File: config.mk
export PLATFORM = sky130hd
export DESIGN_NAME = prewish_blinky_seq_flat
export DESIGN_NICKNAME = d
export VERILOG_FILES = /design/src/rtl/prewish_blinky_seq_if.sv /design/src/rtl/prewish_blinky_seq.sv /design/src/flat_wrapper.sv
export SDC_FILE = /design/constraint.sdc
export NUM_CORES = 1
export LEC_CHECK = 0
export CAP_MARGIN = 20
export CORE_ASPECT_RATIO = 0.7
export CORE_MARGIN = 2
export CORE_UTILIZATION = 32
export CTS_BUF_LIST = sky130_fd_sc_hd__clkbuf_4
export DETAILED_ROUTE_END_ITERATION = 12
export PLACE_DENSITY = 0.46
export SYNTH_ARGS = -nofsm -noshare
export SYNTH_HDL_FRONTEND = slang
export SYNTH_SLANG_ARGS = --single-unit
File: constraint.sdc
create_clock -name CLK_I -period 3.4 [get_ports CLK_I]
set_input_delay 1.02 -clock CLK_I [delete_from_list [all_inputs] [get_ports CLK_I]]
set_output_delay 1.02 -clock CLK_I [all_outputs]
set_load 0.01 [all_outputs]
File: src/rtl/prewish_blinky_seq_if.sv
// Host write port of the blinky pattern sequencer: a minimal
// wishbone-style single-beat write with a one-cycle acknowledge.
interface prewish_blinky_seq_if #(
   parameter int ADDR_BITS = 2
);
   logic                 STB_I;
   logic [ADDR_BITS-1:0] ADR_I;
   logic [7:0]           DAT_I;
   logic                 ACK_O;

   modport master (
      output STB_I,
      output ADR_I,
      output DAT_I,
      input  ACK_O
   );

   modport slave (
      input  STB_I,
      input  ADR_I,
      input  DAT_I,
      output ACK_O
   );
endinterface

File: src/rtl/prewish_blinky_seq.sv
// Pattern sequencer for one prewish_blinky instance. A host fills a small
// table of LED masks; while running, the entries 0..last are loaded into
// the blinky one at a time with a fixed dwell between loads.
//
// state | meaning
// ------+-------------------------------------------------------------
// IDLE  | blinky held in reset, waiting for i_run
// LOAD  | one-cycle load strobe carrying table[index]
// DWELL | counting down the dwell time before the next entry
module prewish_blinky_seq #(
   parameter int NUM_ENTRIES  = 4,
   parameter int ADDR_BITS    = 2,
   parameter int DWELL_BITS   = 27,
   parameter int DWELL_CYCLES = 2**26
) (
   input  logic                 CLK_I,
   input  logic                 RST_N_I,
   prewish_blinky_seq_if.slave  wb,
   input  logic                 i_run,
   input  logic [ADDR_BITS-1:0] i_last,
   output logic                 o_blk_stb,
   output logic [7:0]           o_blk_dat,
   output logic                 o_blk_rst,
   output logic [ADDR_BITS-1:0] o_index,
   output logic                 o_busy
);

   localparam logic [DWELL_BITS-1:0] DWELL_LOAD = DWELL_BITS'(DWELL_CYCLES - 1);

   typedef enum logic [1:0] {
      IDLE  = 2'd0,
      LOAD  = 2'd1,
      DWELL = 2'd2
   } state_t;

   state_t                state_q, state_d;
   logic [ADDR_BITS-1:0]  index_q, index_d;
   logic [ADDR_BITS-1:0]  last_q, last_d;
   logic [DWELL_BITS-1:0] cnt_q, cnt_d;
   logic                  blk_stb_q, blk_stb_d;
   logic [7:0]            blk_dat_q, blk_dat_d;
   logic                  blk_rst_q, blk_rst_d;
   logic                  busy_q, busy_d;
   logic                  ack_q;
   logic [7:0]            table_q [NUM_ENTRIES];
   logic                  wr_en;
   logic                  load_en;

   assign wr_en = wb.STB_I & ~ack_q;

   // Mask table and write acknowledge; a held strobe writes every other cycle.
   always_ff @(posedge CLK_I or negedge RST_N_I) begin
      if (!RST_N_I) begin
         ack_q <= 1'b0;
         for (int i = 0; i < NUM_ENTRIES; i++) begin
            table_q[i] <= 8'h00;
         end
      end else begin
         ack_q <= wr_en;
         if (wr_en) begin
            table_q[wb.ADR_I] <= wb.DAT_I;
         end
      end
   end

   assign wb.ACK_O = ack_q;

   // Sequencer state and registered outputs.
   always_ff @(posedge CLK_I or negedge RST_N_I) begin
      if (!RST_N_I) begin
         state_q   <= IDLE;
         index_q   <= '0;
         last_q    <= '0;
         cnt_q     <= '0;
         blk_stb_q <= 1'b0;
         blk_dat_q <= 8'h00;
         blk_rst_q <= 1'b1;
         busy_q    <= 1'b0;
      end else begin
         state_q   <= state_d;
         index_q   <= index_d;
         last_q    <= last_d;
         cnt_q     <= cnt_d;
         blk_stb_q <= blk_stb_d;
         blk_dat_q <= blk_dat_d;
         blk_rst_q <= blk_rst_d;
         busy_q    <= busy_d;
      end
   end

   // Next-state and next-output logic; outputs are computed for the state being entered.
   always_comb begin
      state_d   = state_q;
      index_d   = index_q;
      last_d    = last_q;
      cnt_d     = cnt_q;
      blk_stb_d = 1'b0;
      blk_dat_d = blk_dat_q;
      blk_rst_d = blk_rst_q;
      load_en   = 1'b0;

      case (state_q)
         IDLE: begin
            blk_rst_d = 1'b1;
            index_d   = '0;
            cnt_d     = '0;
            if (i_run) begin
               state_d   = LOAD;
               last_d    = i_last;
               blk_rst_d = 1'b0;
               load_en   = 1'b1;
            end
         end
         LOAD: begin
            if (!i_run) begin
               state_d   = IDLE;
               index_d   = '0;
               cnt_d     = '0;
               blk_rst_d = 1'b1;
            end else begin
               state_d = DWELL;
               cnt_d   = DWELL_LOAD;
            end
         end
         DWELL: begin
            if (!i_run) begin
               state_d   = IDLE;
               index_d   = '0;
               cnt_d     = '0;
               blk_rst_d = 1'b1;
            end else if (cnt_q == '0) begin
               state_d = LOAD;
               load_en = 1'b1;
               if (index_q == last_q) begin
                  index_d = '0;
                  last_d  = i_last;
               end else begin
                  index_d = index_q + 1'b1;
               end
            end else begin
               cnt_d = cnt_q - 1'b1;
            end
         end
         default: begin
            state_d   = IDLE;
            index_d   = '0;
            cnt_d     = '0;
            blk_rst_d = 1'b1;
         end
      endcase

      // A write landing on the same edge as the load is forwarded so the
      // blinky sees the freshly written mask.
      if (load_en) begin
         blk_stb_d = 1'b1;
         if (wr_en && (wb.ADR_I == index_d)) begin
            blk_dat_d = wb.DAT_I;
         end else begin
            blk_dat_d = table_q[index_d];
         end
      end

      busy_d = (state_d != IDLE);
   end

   assign o_blk_stb = blk_stb_q;
   assign o_blk_dat = blk_dat_q;
   assign o_blk_rst = blk_rst_q;
   assign o_index   = index_q;
   assign o_busy    = busy_q;

endmodule

File: src/flat_wrapper.sv
// flat-port wrapper written by rule: the top's interface ports become plain ports
module prewish_blinky_seq_flat 
#(
   parameter int NUM_ENTRIES  = 4,
   parameter int ADDR_BITS    = 2,
   parameter int DWELL_BITS   = 27,
   parameter int DWELL_CYCLES = 2**26
)
  (CLK_I, RST_N_I, i_run, i_last, o_blk_stb, o_blk_dat, o_blk_rst, o_index, o_busy, wb_STB_I, wb_ADR_I, wb_DAT_I, wb_ACK_O);
  prewish_blinky_seq_if #(.ADDR_BITS(ADDR_BITS)) wb_i ();
  input  logic CLK_I;
  input  logic RST_N_I;
  input  logic i_run;
  input  logic [ADDR_BITS-1:0] i_last;
  output logic o_blk_stb;
  output logic [7:0] o_blk_dat;
  output logic o_blk_rst;
  output logic [ADDR_BITS-1:0] o_index;
  output logic o_busy;
  input wire logic [$bits(wb_i.STB_I)-1:0] wb_STB_I;
  input wire logic [$bits(wb_i.ADR_I)-1:0] wb_ADR_I;
  input wire logic [$bits(wb_i.DAT_I)-1:0] wb_DAT_I;
  output wire logic [$bits(wb_i.ACK_O)-1:0] wb_ACK_O;
  assign wb_i.STB_I = wb_STB_I;
  assign wb_i.ADR_I = wb_ADR_I;
  assign wb_i.DAT_I = wb_DAT_I;
  assign wb_ACK_O = wb_i.ACK_O;
  prewish_blinky_seq #(.NUM_ENTRIES(NUM_ENTRIES), .ADDR_BITS(ADDR_BITS), .DWELL_BITS(DWELL_BITS), .DWELL_CYCLES(DWELL_CYCLES)) u_core (.CLK_I(CLK_I), .RST_N_I(RST_N_I), .wb(wb_i), .i_run(i_run), .i_last(i_last), .o_blk_stb(o_blk_stb), .o_blk_dat(o_blk_dat), .o_blk_rst(o_blk_rst), .o_index(o_index), .o_busy(o_busy));
endmodule
### Word level (Yosys, flattened, before mapping)

Cells that the tools add are included.

| cells by class | value |
|---|---|
| magnitude comparators | 3 |
| bitwise logic cells | 4 |
| equality and inequality tests | 10 |
| reductions and logical operators | 8 |
| shifts and indexed selects | 0 |
| $mul | 0 |
| $add $sub $neg | 2 |
| multiplexer cells | 34 |
| divide/modulo/power cells | 0 |

Operators with widths:

| kind | count |
|---|---|
| two-way mux 27 bit | 2 |
| one-hot mux 27 bit (2 select lines) | 1 |
| bitwise mux 32 bit | 1 |
| two-way mux 8 bit | 4 |
| zero test 27 bit | 1 |
| subtractor 27 x 1 -> 27 bit (second input constant) | 1 |
| two-way mux 26 bit | 1 |
| two-way mux 2 bit | 12 |
| binary-select mux 8 bit (select 2 bit) | 1 |
| demux 8 bit (select 2 bit) | 1 |
| one-hot mux 2 bit (2 select lines) | 2 |
| greater-or-equal comparator 3 bit (second input constant) | 2 |
| two-way mux 1 bit | 6 |
| != test 2 bit (second input constant) | 3 |
| inverter 2 -> 3 bit | 2 |
| one-hot mux 2 bit (3 select lines) | 1 |
| AND reduction 5 bit | 1 |
| == test 2 bit | 2 |
| != test 2 x 1 -> 1 bit (second input constant) | 2 |
| one-hot mux 1 bit (2 select lines) | 2 |
| nonzero test 2 bit | 2 |
| less-than comparator 3 x 1 -> 1 bit (second input constant) | 1 |
| != test 3 bit (second input constant) | 1 |
| adder 2 x 1 -> 2 bit (second input constant) | 1 |
| other kinds (7) | 8 |

| storage, ports and cells | value |
|---|---|
| word-level logic and storage cells | 74 |
| memory bits (read-only) | 0 |
| flip-flop bits (word level) | 77 |
| memory bits (writable) | 0 |
| memories kept | 0 |
| output and inout bits | 14 |
| input bits | 16 |
| bits in latches | 0 |

### Longest topological paths before layout

Gate-level depths: netlist of run 1.

| logic depth | value |
|---|---|
| word-level depth | 10 |
| gate-level depth with buffers | 11 |
| mapped depth without buffers | 11 |

### Least setup slack after synthesis of run 1

OpenSTA, ideal clock, no wires.

| path | value |
|---|---|
| path kind | input to register |
| from | input port i_run |
| to | register u_core.blk_dat_q[0], in the netlist u_core.o_blk_dat[0] |
| library setup time | 0.126 ns |
| arrival time | 2.776 ns |
| path slack | 0.498 ns |
| cell stages on the path | 8 |
| path through | clkbuf_1 and2_1 a31oi_1 nor2_2 buf_4 mux2i_1 mux2i_1 a221o_1 |

| between the ends | value |
|---|---|
| word-level cells in the longest chain between the ends | 7 |
| elaborated cells on any way between the ends | 13 |
| classes of those cells | eq/ne: 1; mux: 10; bitwise: 1; reduce/logical: 1 |

Ends and longest elaborated chain:

| element | line | RTL |
|---|---|---|
| start, declared | flat_wrapper.sv:13 | `input logic i_run;` |
| two-way mux 2 bit (on tied branches) | prewish_blinky_seq.sv:126, prewish_blinky_seq.sv:115 |  |
| one-hot mux 2 bit (2 select lines) * | prewish_blinky_seq.sv:102 | `case (state_q)` |
| net u_core.index_d[1] | prewish_blinky_seq.sv:37 | `logic [ADDR_BITS-1:0] index_q, index_d;` |
| inverter 2 -> 3 bit (not written as such) | prewish_blinky_seq.sv:159 | `blk_dat_d = table_q[index_d];` |
| binary-select mux 8 bit (select 2 bit) | prewish_blinky_seq.sv:159 |  |
| two-way mux 8 bit (not written as such) (2 in a row) | prewish_blinky_seq.sv:159 |  |
| two-way mux 8 bit * | prewish_blinky_seq.sv:156 | `if (wr_en && (wb.ADR_I == index_d)) begin` |
| end signal, assigned | prewish_blinky_seq.sv:85 | `blk_dat_q <= blk_dat_d;` |
| end, declared | prewish_blinky_seq.sv:41 | `logic [7:0] blk_dat_q, blk_dat_d;` |

Mark *: on every way through the listed nets, which the timed path passes. The rest lies on a longest branch. The select of a mux whose other input is x is not followed.
A chain may end at the register's enable or synchronous reset.

### Worst setup path after layout of run 1

| path | value |
|---|---|
| from | register u_core.cnt_q[0] |
| to | register u_core.blk_dat_q[2], in the netlist u_core.o_blk_dat[2] |

| between the ends | value |
|---|---|
| word-level cells in the longest chain between the ends | 9 |
| elaborated cells on any way between the ends | 14 |
| classes of those cells | eq/ne: 1; mux: 10; bitwise: 1; reduce/logical: 2 |

Ends and longest elaborated chain:

| element | line | RTL |
|---|---|---|
| start, declared | prewish_blinky_seq.sv:39 | `logic [DWELL_BITS-1:0] cnt_q, cnt_d;` |
| start signal, assigned | prewish_blinky_seq.sv:83 | `cnt_q <= cnt_d;` |
| zero test 27 bit * | prewish_blinky_seq.sv:131 | `end else if (cnt_q == '0) begin` |
| two-way mux 2 bit | prewish_blinky_seq.sv:131 |  |
| two-way mux 2 bit | prewish_blinky_seq.sv:126 | `if (!i_run) begin` |
| one-hot mux 2 bit (2 select lines) | prewish_blinky_seq.sv:102 |  |
| inverter 2 -> 3 bit (not written as such) | prewish_blinky_seq.sv:159 |  |
| binary-select mux 8 bit (select 2 bit) | prewish_blinky_seq.sv:159 |  |
| two-way mux 8 bit (not written as such) (2 in a row) | prewish_blinky_seq.sv:159 |  |
| two-way mux 8 bit | prewish_blinky_seq.sv:156 |  |

Every way passes the cells marked *; elsewhere a longest branch is shown, timed or not. The select of a mux whose other input is x is not followed.

==> results_dict.tcl, run 1 <==
set metrics [dict create \
    status "complete, no violations" \
    period_share 0.8744 \
    fin_area_um2 4541 \
    htreeDepth 3 \
    yosysUniqueCellTypes 43 \
    start_util 0.3265 \
    route.detailed.drc 0 \
    peakVddDrop_uv 384.4 \
    via_per_inst 4.902 \
    cts-resized-gates 0 \
    ys_warn_count 0 \
    grtUsageMet1 0.2095 \
    final_nets 399 \
    reg2reg_to "u_core.o_blk_dat[2]$_DFFE_PN0P_" \
    cts_sinks 77 \
    endpoint "u_core.o_blk_dat[2]$_DFFE_PN0P_" \
    synth_top_cells_by_area "dfrtp_1 50%, mux2_2 10%, mux2i_1 6.3%" \
    use_met3 0.03668 \
    hold_viol_final 0 \
    dp_slack_ps 193.7 \
    power.density_nw_per_um2 958.1 \
    numCtsBuffers 9 \
    synth_area_per_cell_um2 11.53 \
    ant_nets 0 \
    fin_total_pwr_w 0.004350 \
    setup_viol 0 \
    grt_use_total 0.1457 \
    drive_gt1_frac 0.2037 \
    ios 30 \
    async_flop_share 1.000 \
    grt_pass1_vias 2720 \
    drv_cap 0 \
    synth_flop_cell "dfrtp_1" \
    vias 2647 \
    arrival_ps 3290 \
    wl_per_cell_um 15.85 \
    area_growth_pct 19.02 \
    worst_slack_ps 427.1 \
    wl_um 8561 \
    hpwl_um 6115 \
    netlist_instances 331 \
    tightest_slew_ps 557.3 \
    diodes 0 \
    cts.clk_slew.worst_paths_ps 130 \
    placed_area_um2 4378 \
    fmax_mhz 336.4 \
    cts-root-buf "clkbuf_4" \
    grt.met2_usage 0.2134 \
    syn-cell-area_um2 3815 \
    grt_pass1_wl_um 14240 \
    ctsHoldBuffers 0 \
    synth-seq-cells 77 \
    drt_iter0_drc 125 \
    r2r_slack_ps 430 \
    port_buffers 29 \
    tns_ps 0 \
    total_leakage_power_nw 1.894 \
    min_period_ps 2973 \
    rsz0062_at_grt "false" \
    cp-startpoint "u_core.cnt_q[0]$_DFFE_PN0P_" \
    path_max_fanout 8 \
    grt.overflow.total 0 \
    min_path_type "register to register" \
    r2r_cells 10 \
    synth_edf_count 0 \
    r2r_start "u_core.cnt_q[0]$_DFFE_PN0P_" \
    busiest_layer "met2" \
    rows 33 \
    final_util 0.3886 \
    critical_path_class "register to register" \
    core_um2 11690 \
    cts_tree "done" \
    worstSkewPairLatency_ps 430 \
    max_slew_margin 0.6284 \
    grt_max_degree 44 \
    layout_commonest_cell "dfrtp_1" \
    synth_area_leader_cell "dfrtp_1" \
    die_x_um 134.5 \
    crit_path_end_kind "register" \
    die_y_um 95.35 \
    ys_seq_area_frac 0.5054 \
    die_area_um2 12820 \
    skew_ps 19.16 \
    clockBufferDepth 2 \
    cts_setup_buffers 0 \
    place_congestion 0.7754 \
    start_kind "register" \
    syn_nets 352 \
    layout_common_cells "76 x dfrtp_1, 34 x mux2_2, 29 x o21ai_0, 28 x clkdlybuf4s50_1, 24 x mux2i_1" \
    worstPathRequired_ps 3720 \
    antenna_found_initial 0 \
    dr.pass1.iters 4 \
    yosysTopAreaCellShare 0.4985 \
    drv_slew 0 \
]
metal layers:
metal	wire length (µm)	up-vias	share of wire
li1	-	1291	-
met1	4630	1308	0.54
met2	3552	39	0.41
met3	274	9	0.032
met4	104	0	0.012
met5	0	-	0
per-stage QoR:
step                      hold WS, ps  cells
after floorplan                 479.2    331
after global placement          487.9    524
after detailed placement        493.8    524
after CTS                       520.6    540
after global routing            533.7    540
final                           517.9    540
cell type report:
type,count,area (µm²)
Timing Repair Buffer,46,415.4
Sequential cell,77,1928
Fill cell,1138,7144
Clock inverter,6,87.58
Tap cell,157,196.4
Multi-Input combinational cell,234,1800
Clock buffer,10,75.07
Inverter,10,37.54
where the power goes:
group | total (W) | leakage [nW] | switching (W) | internal [W]
clock network | 0.000642 | 0.0786 | 0.000338 | 0.000305
registers | 0.00147 | 0.975 | 0.000260 | 0.00121
logic | 0.00224 | 0.840 | 0.00115 | 0.00110
total | 0.00435 | 1.89 | 0.00174 | 0.00261
worst min path at each step:
| stage | depth (start not counted) | slack [ps] | end | start |
|---|---|---|---|---|
| after floorplan | 1 | 480 | u_core.table_q[0]$_DFFE_PN0P_ | u_core.table_q[0]$_DFFE_PN0P_ |
| after global routing | 2 | 530 | u_core.o_blk_rst$_DFFE_PN1P_ | u_core.o_blk_rst$_DFFE_PN1P_ |
| after detailed placement | 1 | 490 | u_core.table_q[4]$_DFFE_PN0P_ | u_core.table_q[4]$_DFFE_PN0P_ |
| final | 2 | 520 | u_core.o_blk_rst$_DFFE_PN1P_ | u_core.o_blk_rst$_DFFE_PN1P_ |
| after global placement | 1 | 490 | u_core.table_q[7]$_DFFE_PN0P_ | u_core.table_q[7]$_DFFE_PN0P_ |
| after CTS | 2 | 520 | u_core.o_blk_rst$_DFFE_PN1P_ | u_core.o_blk_rst$_DFFE_PN1P_ |
registers in the layout, summed over array words and instances (netlist names):
| signal | count |
|---|---|
| u_core.cnt_q | 27 |
| u_core.last_q | 2 |
| u_core.o_blk_dat | 8 |
| u_core.o_blk_rst | 1 |
| u_core.o_blk_stb | 1 |
| u_core.o_busy | 1 |
| u_core.o_index | 2 |
| u_core.state_q | 2 |
| u_core.table_q | 32 |
| u_core.wb.ACK_O | 1 |
cells in the mapped netlist (2+ instances only):
master,number
and2_1,11
nor3_1,10
xor2_1,7
nand4_1,2
dfrtp_1,76
nor4_4,2
inv_1,9
nand2_1,15
a31oi_1,2
or3_1,5
o211ai_1,5
nor3b_1,2
nor4_1,6
xnor2_1,17
a221o_1,7
and3_1,4
clkbuf_1,8
o31a_1,2
nor2_1,15
nand3_1,6
o21ai_0,29
nor2b_1,6
mux2_2,34
ha_1,5
a21oi_1,5
mux2i_1,24
kinds of logic after synthesis:
| logic type | count (synthesis) | synth area share |
|---|---|---|
| AO/OA/AOI/OAI | 54 | 0.09315 |
| XOR/XNOR | 24 | 0.05510 |
| adder cells (fa/ha/maj) | 5 | 0.01640 |
| buffers and inverters | 20 | 0.02263 |
| flip-flops | 77 | 0.5054 |
| multiplexers | 58 | 0.1633 |
| AND/OR/NAND/NOR | 93 | 0.1440 |
worst max-delay path: stages, from the launching register on:
cell,delay [ps]
dfrtp_1,420
inv_1,110
ha_1,190
nor3b_2,260
nand4_2,170
or3_1,460
a21oi_1,260
nor3_1,80
nand4bb_1,230
and2_1,320
a221o_1,360
Note: power is estimated with default switching activity, not from simulation.
==> run 2: changes to the inputs <==
Settings changed: CAP_MARGIN 20 to default.
==> results of run 2 <==
Final layout, timing and power as in run 1 (identical DEF).
